`config.mk`:
```
export PLATFORM = sky130hd
export DESIGN_NAME = rescale_line_buffer_flat
export DESIGN_NICKNAME = d
export VERILOG_FILES = /design/src/rtl/rescale_pkg.sv /design/src/rtl/rescale_line_buffer_if.sv /design/src/rtl/rescale_row_store.sv /design/src/rtl/rescale_line_buffer.sv /design/src/flat_wrapper.sv
export SDC_FILE = /design/constraint.sdc
export NUM_CORES = 1
export LEC_CHECK = 0
export CAP_MARGIN = 20
export CORE_MARGIN = 4
export CORE_UTILIZATION = 46
export CTS_CLUSTER_DIAMETER = 150
export DETAILED_ROUTE_END_ITERATION = 16
export DONT_BUFFER_PORTS = 1
export PLACE_DENSITY = 0.64
export SLEW_MARGIN = 10
export SYNTH_ARGS = -nofsm -noshare
export SYNTH_HDL_FRONTEND = slang
export SYNTH_SLANG_ARGS = --single-unit
```
`constraint.sdc`:
```
create_clock -name clock -period 5.4 [get_ports clock]
set_clock_uncertainty 0.05 [all_clocks]
set_input_delay 0.81 -clock clock [delete_from_list [all_inputs] [get_ports clock]]
set_output_delay 0.81 -clock clock [all_outputs]
set_load 0.02 [all_outputs]
```
`src/rtl/rescale_pkg.sv`:
```
// Shared types and helpers for the rescale line buffer.
package rescale_pkg;

  localparam int PIX565_W = 16;

  // Write-side FSM states
  typedef enum logic [1:0] {
    LOAD  = 2'd0,
    SKIP  = 2'd1,
    FILL  = 2'd2,
    DRAIN = 2'd3
  } wr_state_t;

  // Truncate an RGB888 beat (R=[23:16], G=[15:8], B=[7:0]) to RGB565.
  function automatic logic [PIX565_W-1:0] rgb888_to_565(input logic [31:0] d);
    return {d[23:19], d[15:10], d[7:3]};
  endfunction

endpackage

```
`src/rtl/rescale_line_buffer_if.sv`:
```
// AXI-Stream pixel beat bundle feeding the rescale line buffer.
interface rescale_line_buffer_if;
  logic [31:0] tdata;
  logic        tvalid;
  logic        tlast;
  logic        tready;

  modport master (output tdata, output tvalid, output tlast, input tready);
  modport slave  (input tdata, input tvalid, input tlast, output tready);
endinterface

```
`src/rtl/rescale_row_store.sv`:
```
// Circular row store: one write port, four registered read ports forming a 2x2 window.
module rescale_row_store
  import rescale_pkg::*;
#(
  parameter int ROW_WORDS = 8,
  parameter int NUM_ROWS  = 3,
  localparam int SLOT_W   = $clog2(NUM_ROWS),
  localparam int CIDX_W   = $clog2(ROW_WORDS)
) (
  input  logic                clock,
  input  logic                resetn,
  input  logic                wr_en,
  input  logic [SLOT_W-1:0]   wr_slot,
  input  logic [CIDX_W-1:0]   wr_col,
  input  logic [PIX565_W-1:0] wr_data,
  input  logic                rd_en,
  input  logic [SLOT_W-1:0]   top_slot,
  input  logic [SLOT_W-1:0]   next_slot,
  input  logic [CIDX_W-1:0]   col_a,
  input  logic [CIDX_W-1:0]   col_b,
  output logic [PIX565_W-1:0] nb0,
  output logic [PIX565_W-1:0] nb1,
  output logic [PIX565_W-1:0] nb2,
  output logic [PIX565_W-1:0] nb3
);

  logic [PIX565_W-1:0] mem_r [NUM_ROWS][ROW_WORDS];

  // Pixel storage; never cleared, rows only become visible once committed
  always_ff @(posedge clock) begin
    if (wr_en) begin
      mem_r[wr_slot][wr_col] <= wr_data;
    end
  end

  // Registered window read; outputs hold when no read is accepted
  always_ff @(posedge clock) begin
    if (!resetn) begin
      nb0 <= {PIX565_W{1'b0}};
      nb1 <= {PIX565_W{1'b0}};
      nb2 <= {PIX565_W{1'b0}};
      nb3 <= {PIX565_W{1'b0}};
    end else if (rd_en) begin
      nb0 <= mem_r[top_slot][col_a];
      nb1 <= mem_r[top_slot][col_b];
      nb2 <= mem_r[next_slot][col_a];
      nb3 <= mem_r[next_slot][col_b];
    end
  end

endmodule

```
`src/rtl/rescale_line_buffer.sv`:
```
// Line buffer for the rescale datapath: RGB888 in, row skipping, circular
// multi-row storage and a registered 2x2 neighbour window out.
module rescale_line_buffer
  import rescale_pkg::*;
#(
  parameter int ROW_WORDS = 8,
  parameter int NUM_ROWS  = 3,
  parameter int COL_W     = 11,
  parameter int SKIP_W    = 9
) (
  input  logic                  clock,
  input  logic                  resetn,
  rescale_line_buffer_if.slave  s_axis,
  input  logic [SKIP_W-1:0]     row_skip,
  output logic                  win_valid,
  input  logic                  win_advance,
  input  logic                  rd_req,
  input  logic [COL_W-1:0]      rd_col,
  output logic                  rd_valid,
  output logic [PIX565_W-1:0]   nb0,
  output logic [PIX565_W-1:0]   nb1,
  output logic [PIX565_W-1:0]   nb2,
  output logic [PIX565_W-1:0]   nb3,
  output logic                  err_tlast
);

  localparam int SLOT_W = $clog2(NUM_ROWS);
  localparam int CIDX_W = $clog2(ROW_WORDS);
  localparam int CNT_W  = $clog2(NUM_ROWS + 1);
  localparam logic [CIDX_W-1:0] LAST_COL  = CIDX_W'(ROW_WORDS - 1);
  localparam logic [SLOT_W-1:0] LAST_SLOT = SLOT_W'(NUM_ROWS - 1);
  localparam logic [CNT_W-1:0]  FULL_CNT  = CNT_W'(NUM_ROWS);

  wr_state_t           state_r, state_s;
  logic [CIDX_W-1:0]   col_r;
  logic [SKIP_W-1:0]   skip_cnt_r;
  logic [SLOT_W-1:0]   wr_slot_r, rd_slot_r, next_slot_s;
  logic [CNT_W-1:0]    rows_stored_r;
  logic                accept_s, advance_s, rd_accept_s;
  logic                wr_en_s, commit_s, set_err_s, col_clr_s, skip_load_s, skip_dec_s;
  logic [CIDX_W-1:0]   col_a_s, col_b_s;
  logic                unused_tdata_s;

  // Wrap a slot pointer around the circular store.
  function automatic logic [SLOT_W-1:0] slot_inc(input logic [SLOT_W-1:0] s);
    if (s == LAST_SLOT) begin
      return {SLOT_W{1'b0}};
    end else begin
      return s + SLOT_W'(1);
    end
  endfunction

  assign s_axis.tready  = (state_r != LOAD);
  assign accept_s       = s_axis.tvalid & s_axis.tready;
  assign win_valid      = (rows_stored_r >= CNT_W'(2));
  assign advance_s      = win_advance & win_valid;
  assign rd_accept_s    = rd_req & win_valid;
  assign next_slot_s    = slot_inc(rd_slot_r);
  assign unused_tdata_s = ^s_axis.tdata[31:24];

  // Write FSM state register
  always_ff @(posedge clock) begin
    if (!resetn) begin
      state_r <= LOAD;
    end else begin
      state_r <= state_s;
    end
  end

  // Write FSM next state and per-beat control strobes
  always_comb begin
    state_s     = state_r;
    wr_en_s     = 1'b0;
    commit_s    = 1'b0;
    set_err_s   = 1'b0;
    col_clr_s   = 1'b0;
    skip_load_s = 1'b0;
    skip_dec_s  = 1'b0;
    case (state_r)
      LOAD: begin
        if (rows_stored_r != FULL_CNT) begin
          skip_load_s = 1'b1;
          col_clr_s   = 1'b1;
          state_s     = (row_skip != {SKIP_W{1'b0}}) ? SKIP : FILL;
        end else begin
          state_s = LOAD;
        end
      end
      SKIP: begin
        if (accept_s && s_axis.tlast) begin
          skip_dec_s = 1'b1;
          if (skip_cnt_r == SKIP_W'(1)) begin
            col_clr_s = 1'b1;
            state_s   = FILL;
          end else begin
            state_s = SKIP;
          end
        end else begin
          state_s = SKIP;
        end
      end
      FILL: begin
        if (accept_s) begin
          wr_en_s = 1'b1;
          if (col_r == LAST_COL) begin
            commit_s = 1'b1;
            if (s_axis.tlast) begin
              state_s = LOAD;
            end else begin
              set_err_s = 1'b1;
              state_s   = DRAIN;
            end
          end else if (s_axis.tlast) begin
            // Short row: keep what arrived, remaining columns stay stale
            commit_s  = 1'b1;
            set_err_s = 1'b1;
            state_s   = LOAD;
          end else begin
            state_s = FILL;
          end
        end else begin
          state_s = FILL;
        end
      end
      DRAIN: begin
        if (accept_s && s_axis.tlast) begin
          state_s = LOAD;
        end else begin
          state_s = DRAIN;
        end
      end
      default: begin
        state_s = LOAD;
      end
    endcase
  end

  // Clamp the window columns to the row, replicating the right edge
  always_comb begin
    col_a_s = LAST_COL;
    col_b_s = LAST_COL;
    if (rd_col >= COL_W'(ROW_WORDS - 1)) begin
      col_a_s = LAST_COL;
    end else begin
      col_a_s = rd_col[CIDX_W-1:0];
    end
    if (col_a_s == LAST_COL) begin
      col_b_s = LAST_COL;
    end else begin
      col_b_s = col_a_s + CIDX_W'(1);
    end
  end

  // Column/skip counters, slot pointers, occupancy, sticky error and read strobe
  always_ff @(posedge clock) begin
    if (!resetn) begin
      col_r         <= {CIDX_W{1'b0}};
      skip_cnt_r    <= {SKIP_W{1'b0}};
      wr_slot_r     <= {SLOT_W{1'b0}};
      rd_slot_r     <= {SLOT_W{1'b0}};
      rows_stored_r <= {CNT_W{1'b0}};
      err_tlast     <= 1'b0;
      rd_valid      <= 1'b0;
    end else begin
      if (col_clr_s) begin
        col_r <= {CIDX_W{1'b0}};
      end else if (wr_en_s) begin
        col_r <= col_r + CIDX_W'(1);
      end
      if (skip_load_s) begin
        skip_cnt_r <= row_skip;
      end else if (skip_dec_s) begin
        skip_cnt_r <= skip_cnt_r - SKIP_W'(1);
      end
      if (commit_s) begin
        wr_slot_r <= slot_inc(wr_slot_r);
      end
      if (advance_s) begin
        rd_slot_r <= next_slot_s;
      end
      if (commit_s && !advance_s) begin
        rows_stored_r <= rows_stored_r + CNT_W'(1);
      end else if (advance_s && !commit_s) begin
        rows_stored_r <= rows_stored_r - CNT_W'(1);
      end
      if (set_err_s) begin
        err_tlast <= 1'b1;
      end
      rd_valid <= rd_accept_s;
    end
  end

  rescale_row_store #(
    .ROW_WORDS (ROW_WORDS),
    .NUM_ROWS  (NUM_ROWS)
  ) u_store (
    .clock     (clock),
    .resetn    (resetn),
    .wr_en     (wr_en_s),
    .wr_slot   (wr_slot_r),
    .wr_col    (col_r),
    .wr_data   (rgb888_to_565(s_axis.tdata)),
    .rd_en     (rd_accept_s),
    .top_slot  (rd_slot_r),
    .next_slot (next_slot_s),
    .col_a     (col_a_s),
    .col_b     (col_b_s),
    .nb0       (nb0),
    .nb1       (nb1),
    .nb2       (nb2),
    .nb3       (nb3)
  );

endmodule

```
`src/flat_wrapper.sv`:
```
// flat-port wrapper written by rule: the top's interface ports become plain ports
module rescale_line_buffer_flat import rescale_pkg::*;
#(
  parameter int ROW_WORDS = 8,
  parameter int NUM_ROWS  = 3,
  parameter int COL_W     = 11,
  parameter int SKIP_W    = 9
)
  (clock, resetn, row_skip, win_valid, win_advance, rd_req, rd_col, rd_valid, nb0, nb1, nb2, nb3, err_tlast, s_axis_tdata, s_axis_tvalid, s_axis_tlast, s_axis_tready);
  rescale_line_buffer_if s_axis_i ();
  input  logic clock;
  input  logic resetn;
  input  logic [SKIP_W-1:0] row_skip;
  output logic win_valid;
  input  logic win_advance;
  input  logic rd_req;
  input  logic [COL_W-1:0] rd_col;
  output logic rd_valid;
  output logic [PIX565_W-1:0] nb0;
  output logic [PIX565_W-1:0] nb1;
  output logic [PIX565_W-1:0] nb2;
  output logic [PIX565_W-1:0] nb3;
  output logic err_tlast;
  input wire logic [$bits(s_axis_i.tdata)-1:0] s_axis_tdata;
  input wire logic [$bits(s_axis_i.tvalid)-1:0] s_axis_tvalid;
  input wire logic [$bits(s_axis_i.tlast)-1:0] s_axis_tlast;
  output wire logic [$bits(s_axis_i.tready)-1:0] s_axis_tready;
  assign s_axis_i.tdata = s_axis_tdata;
  assign s_axis_i.tvalid = s_axis_tvalid;
  assign s_axis_i.tlast = s_axis_tlast;
  assign s_axis_tready = s_axis_i.tready;
  rescale_line_buffer #(.ROW_WORDS(ROW_WORDS), .NUM_ROWS(NUM_ROWS), .COL_W(COL_W), .SKIP_W(SKIP_W)) u_core (.clock(clock), .resetn(resetn), .s_axis(s_axis_i), .row_skip(row_skip), .win_valid(win_valid), .win_advance(win_advance), .rd_req(rd_req), .rd_col(rd_col), .rd_valid(rd_valid), .nb0(nb0), .nb1(nb1), .nb2(nb2), .nb3(nb3), .err_tlast(err_tlast));
endmodule
```
==> impl_metrics.toml <==
[power]
power.static_leakage_nw = 8.58
power.density_nw_per_um2 = 277
vdd_drop_max_mv = 0.229
total_power_mw = 7.46

[global_route]
grt_util_all_layers_pct = 27.1
grt_start_max_net_pins = 81
grt_antenna_before_repair = 0
grt_first_pass_wirelength_mm = 115
number_of_global_route_vias_before_repair = 17800
globalRouteMet3Util_pct = 8.16
globalRoute.totalOverflow = 0
globalRouteMet1Util_pct = 35.2
grt_util_met2_pct = 43.2
grt_busiest_layer = "met2"

[cells_and_area]
flow.area_growth_from_synthesis_pct = 10.3
sequential_area_um2 = 13300
num_antenna_cells = 0
layout_fillers = 4489
num-nets-final = 2188
layout-drive-gt1-share_pct = 12.8
final_cells = 2852
final_area_um2 = 26900
multi_input_comb_area_um2 = 10600

[clocking]
cts_tree = "done"
worst_skew_pair.late_latency_ns = 0.59
cts.htree.levels = 2
cts_buffers = 50
cts-root-buf = "clkbuf_16"
clock_transition_at_the_registers_of_the_reported_paths_ns = 0.06
cts.path.max_buffers = 3
cts_repair_resize_count = 0
postCtsSetupBuffers = 0
number_of_hold_repair_buffers_added_at_the_cts_stage = 0
numClockSinks = 472

[die]
dieHeight_um = 238
fp-row-count = 84
starting_density_of_the_core_pct = 46.5
dieWidth_um = 238
floorplan.die_area_um2 = 56800
ioPinCount = 126
fp.coreArea_um2 = 52600

[place]
hpwlAfterDp_mm = 50.7
gpl.final_weighted_congestion = 0.922
io_buffers = 0
placement.setup.worst_slack_ns = 0.851
placed_cells = 2757
placedInstanceArea_um2 = 25300

[sta]
max_clock_freq_mhz = 239
finalSetupViolCount = 0
grt_setup_unrepaired = "no"
final_hold_violation_count = 0
timing.setup.tns_ns = 0
final.min_clock_period_ns = 4.18
final_max_slew_viol_count = 0
timing.final.ws_setup_ns = 1.22
timing_worst_slew_pin_value_ns = 1.03
layout_worst_path_cycle_share_pct = 77.4
timing.max_slew.rel_slack_pct = 31.4

[synthesis]
edff_count_synth = 384
synthesis.yosys.warnings = 0
number_of_register_bits_inferred_by_synthesis = 472
synth_async_reset_ratio_pct = 0
fraction_of_the_yosys_area_taken_by_sequential_cells_pct = 54.5
synthesis.nets = 2249
postSynth.topFlopCell = "edfxtp_1"
postSynthAreaPerCell_um2 = 11.2
yosys.cell_types.count = 59
postSynthCellCount = 2183
synth_area_um2 = 24400

[job]
timing.max_cap.violations = 0

[setup_path]
worstPathRequired_ns = 5.89
worstSetupStartpointType = "input port"
critPathArrivalTime_ns = 4.67
critical_path.top_delay_family = "simple AND/OR/NAND/NOR gates"
slowest_stage = "or4_1"
cp_peak_stage_delay_ns = 0.74
crit_path_top_cell_by_count = "buf_4"
crit_type = "input port to flop"
worstPathBufferInverterCount = 4
worstPathCellList = "or4_1 > nor3_4 > inv_4 > ha_1 > buf_4 > inv_1 > a31oi_1 > nor2_4 > buf_4 > o221ai_1 > o211ai_1 > a32o_1"
worstPathMaxFanout = 43
worstSetupEndpointType = "flop"

[detailed_routing]
num_vias = 18600
detail-route-antenna-nets = 0
post_detailed_route_drc_marker_count = 0
dr.first_iter.drc_count = 2203
drt-total-wl_mm = 79.7
post_drt_wl_per_cell_um = 27.9
drt_pass1_iterations = 7
routed_via_density = 6.50

[outcome]
status = "finished clean"

[min_path]
timing.hold.worst.class = "input port to flop"
worst paths after layout:
path | from | to | slack [ns] | cells after the start
hold / removal | s_axis_tdata[14] | u_core.u_store.mem_r[1][89] | 0.26 | 0
setup reg to reg | u_core.rows_stored_r[1] | u_core.u_store.nb3[15] | 2.19 | 7
hold reg to reg | u_core.wr_slot_r[1] | u_core.wr_slot_r[1] | 0.45 | 2
setup / recovery | rd_col[5] | u_core.u_store.nb3[15] | 1.22 | 12
power breakdown:
part,switching [mW],leakage [nW],internal (mW)
Sequential,0.00787,4.16,3.93
Combinational,0.0467,3.60,0.0233
Clock,1.45,0.815,2.01
synthesized netlist by cell type, drive strengths merged (36+ instances only):
cell	count	share of area, %
edfxtp	384	47
mux2i	323	13
nand2	312	4.8
o21ai	223	4.6
nor2	161	2.5
clkbuf	112	1.7
a21oi	89	1.8
dfxtp	88	7.2
mux2	75	3.5
buf	58	1.1
a211oi	48	1.5
o211ai	37	1.1
nand3	36	0.74
registers in the layout (all words and copies together), names as in the netlist, named ones only:
signal and cells:
u_core.col_r 3, u_core.err_tlast 1, u_core.rd_slot_r 2, u_core.rd_valid 1
u_core.rows_stored_r 2, u_core.skip_cnt_r 9, u_core.state_r 2, u_core.u_store.mem_r 384
u_core.u_store.nb0 16, u_core.u_store.nb1 16, u_core.u_store.nb2 16, u_core.u_store.nb3 16
u_core.wr_slot_r 2
area by class of cell:
| class | count | share of cell area [%] |
|---|---|---|
| Inverter | 11 | 0.163 |
| Clock buffer | 76 | 5.70 |
| Clock inverter | 18 | 0.479 |
| Tap cell | 688 | 3.20 |
| Sequential cell | 472 | 49.4 |
| Multi-Input combinational cell | 1530 | 39.2 |
| Timing Repair Buffer | 57 | 1.80 |
kinds of logic after synthesis:
logic type | synth area share (%)
and+or+nand+nor | 9.55
xor gates and xnor gates | 0.108
AOI/OAI and AO/OA | 13.9
muxes | 18.5
DFF | 54.5
buffers and inverters | 3.00
adders and majority gates | 0.410
layout by cell type, fill, tap and decap left out, types with 12 or more instances in the layout:
cell type,instances
a2111oi_0,23
a32o_1,16
buf_4,52
a211o_1,16
o211ai_1,37
nor2_4,17
a211oi_1,48
o221ai_1,19
edfxtp_1,384
nand2_1,312
nand3_1,35
mux2i_1,323
mux4_2,20
nor3_1,19
o21ai_0,214
nor2_1,134
clkbuf_16,54
mux2_2,75
dfxtp_1,84
clkbuf_1,12
a21oi_1,89
worst register-to-register path, stage by stage (launching register included):
cell      delay (ns)
dfxtp_1         0.57
and2_2          0.30
nand2_1         0.35
nor2_1          0.89
buf_4           0.36
o221ai_1        0.15
o211ai_1        0.25
a32o_1          0.23
per-stage QoR:
step           hold WS [ns]  utilization [%]
2_1_floorplan         0.412                -
3_3_place_gp          0.427             48.0
3_5_place_dp          0.441             48.1
4_1_cts               0.227             51.2
5_1_grt               0.226             51.2
6_report              0.256             51.2
routing by layer:
metal  up-vias  wire length [um]
met3       196              9310
met2      1129             36600
met5         -                 0
li1       8142                 -
met4         0              3050
met1      9085             30800
No activity file was read; power rests on OpenSTA's default activity.
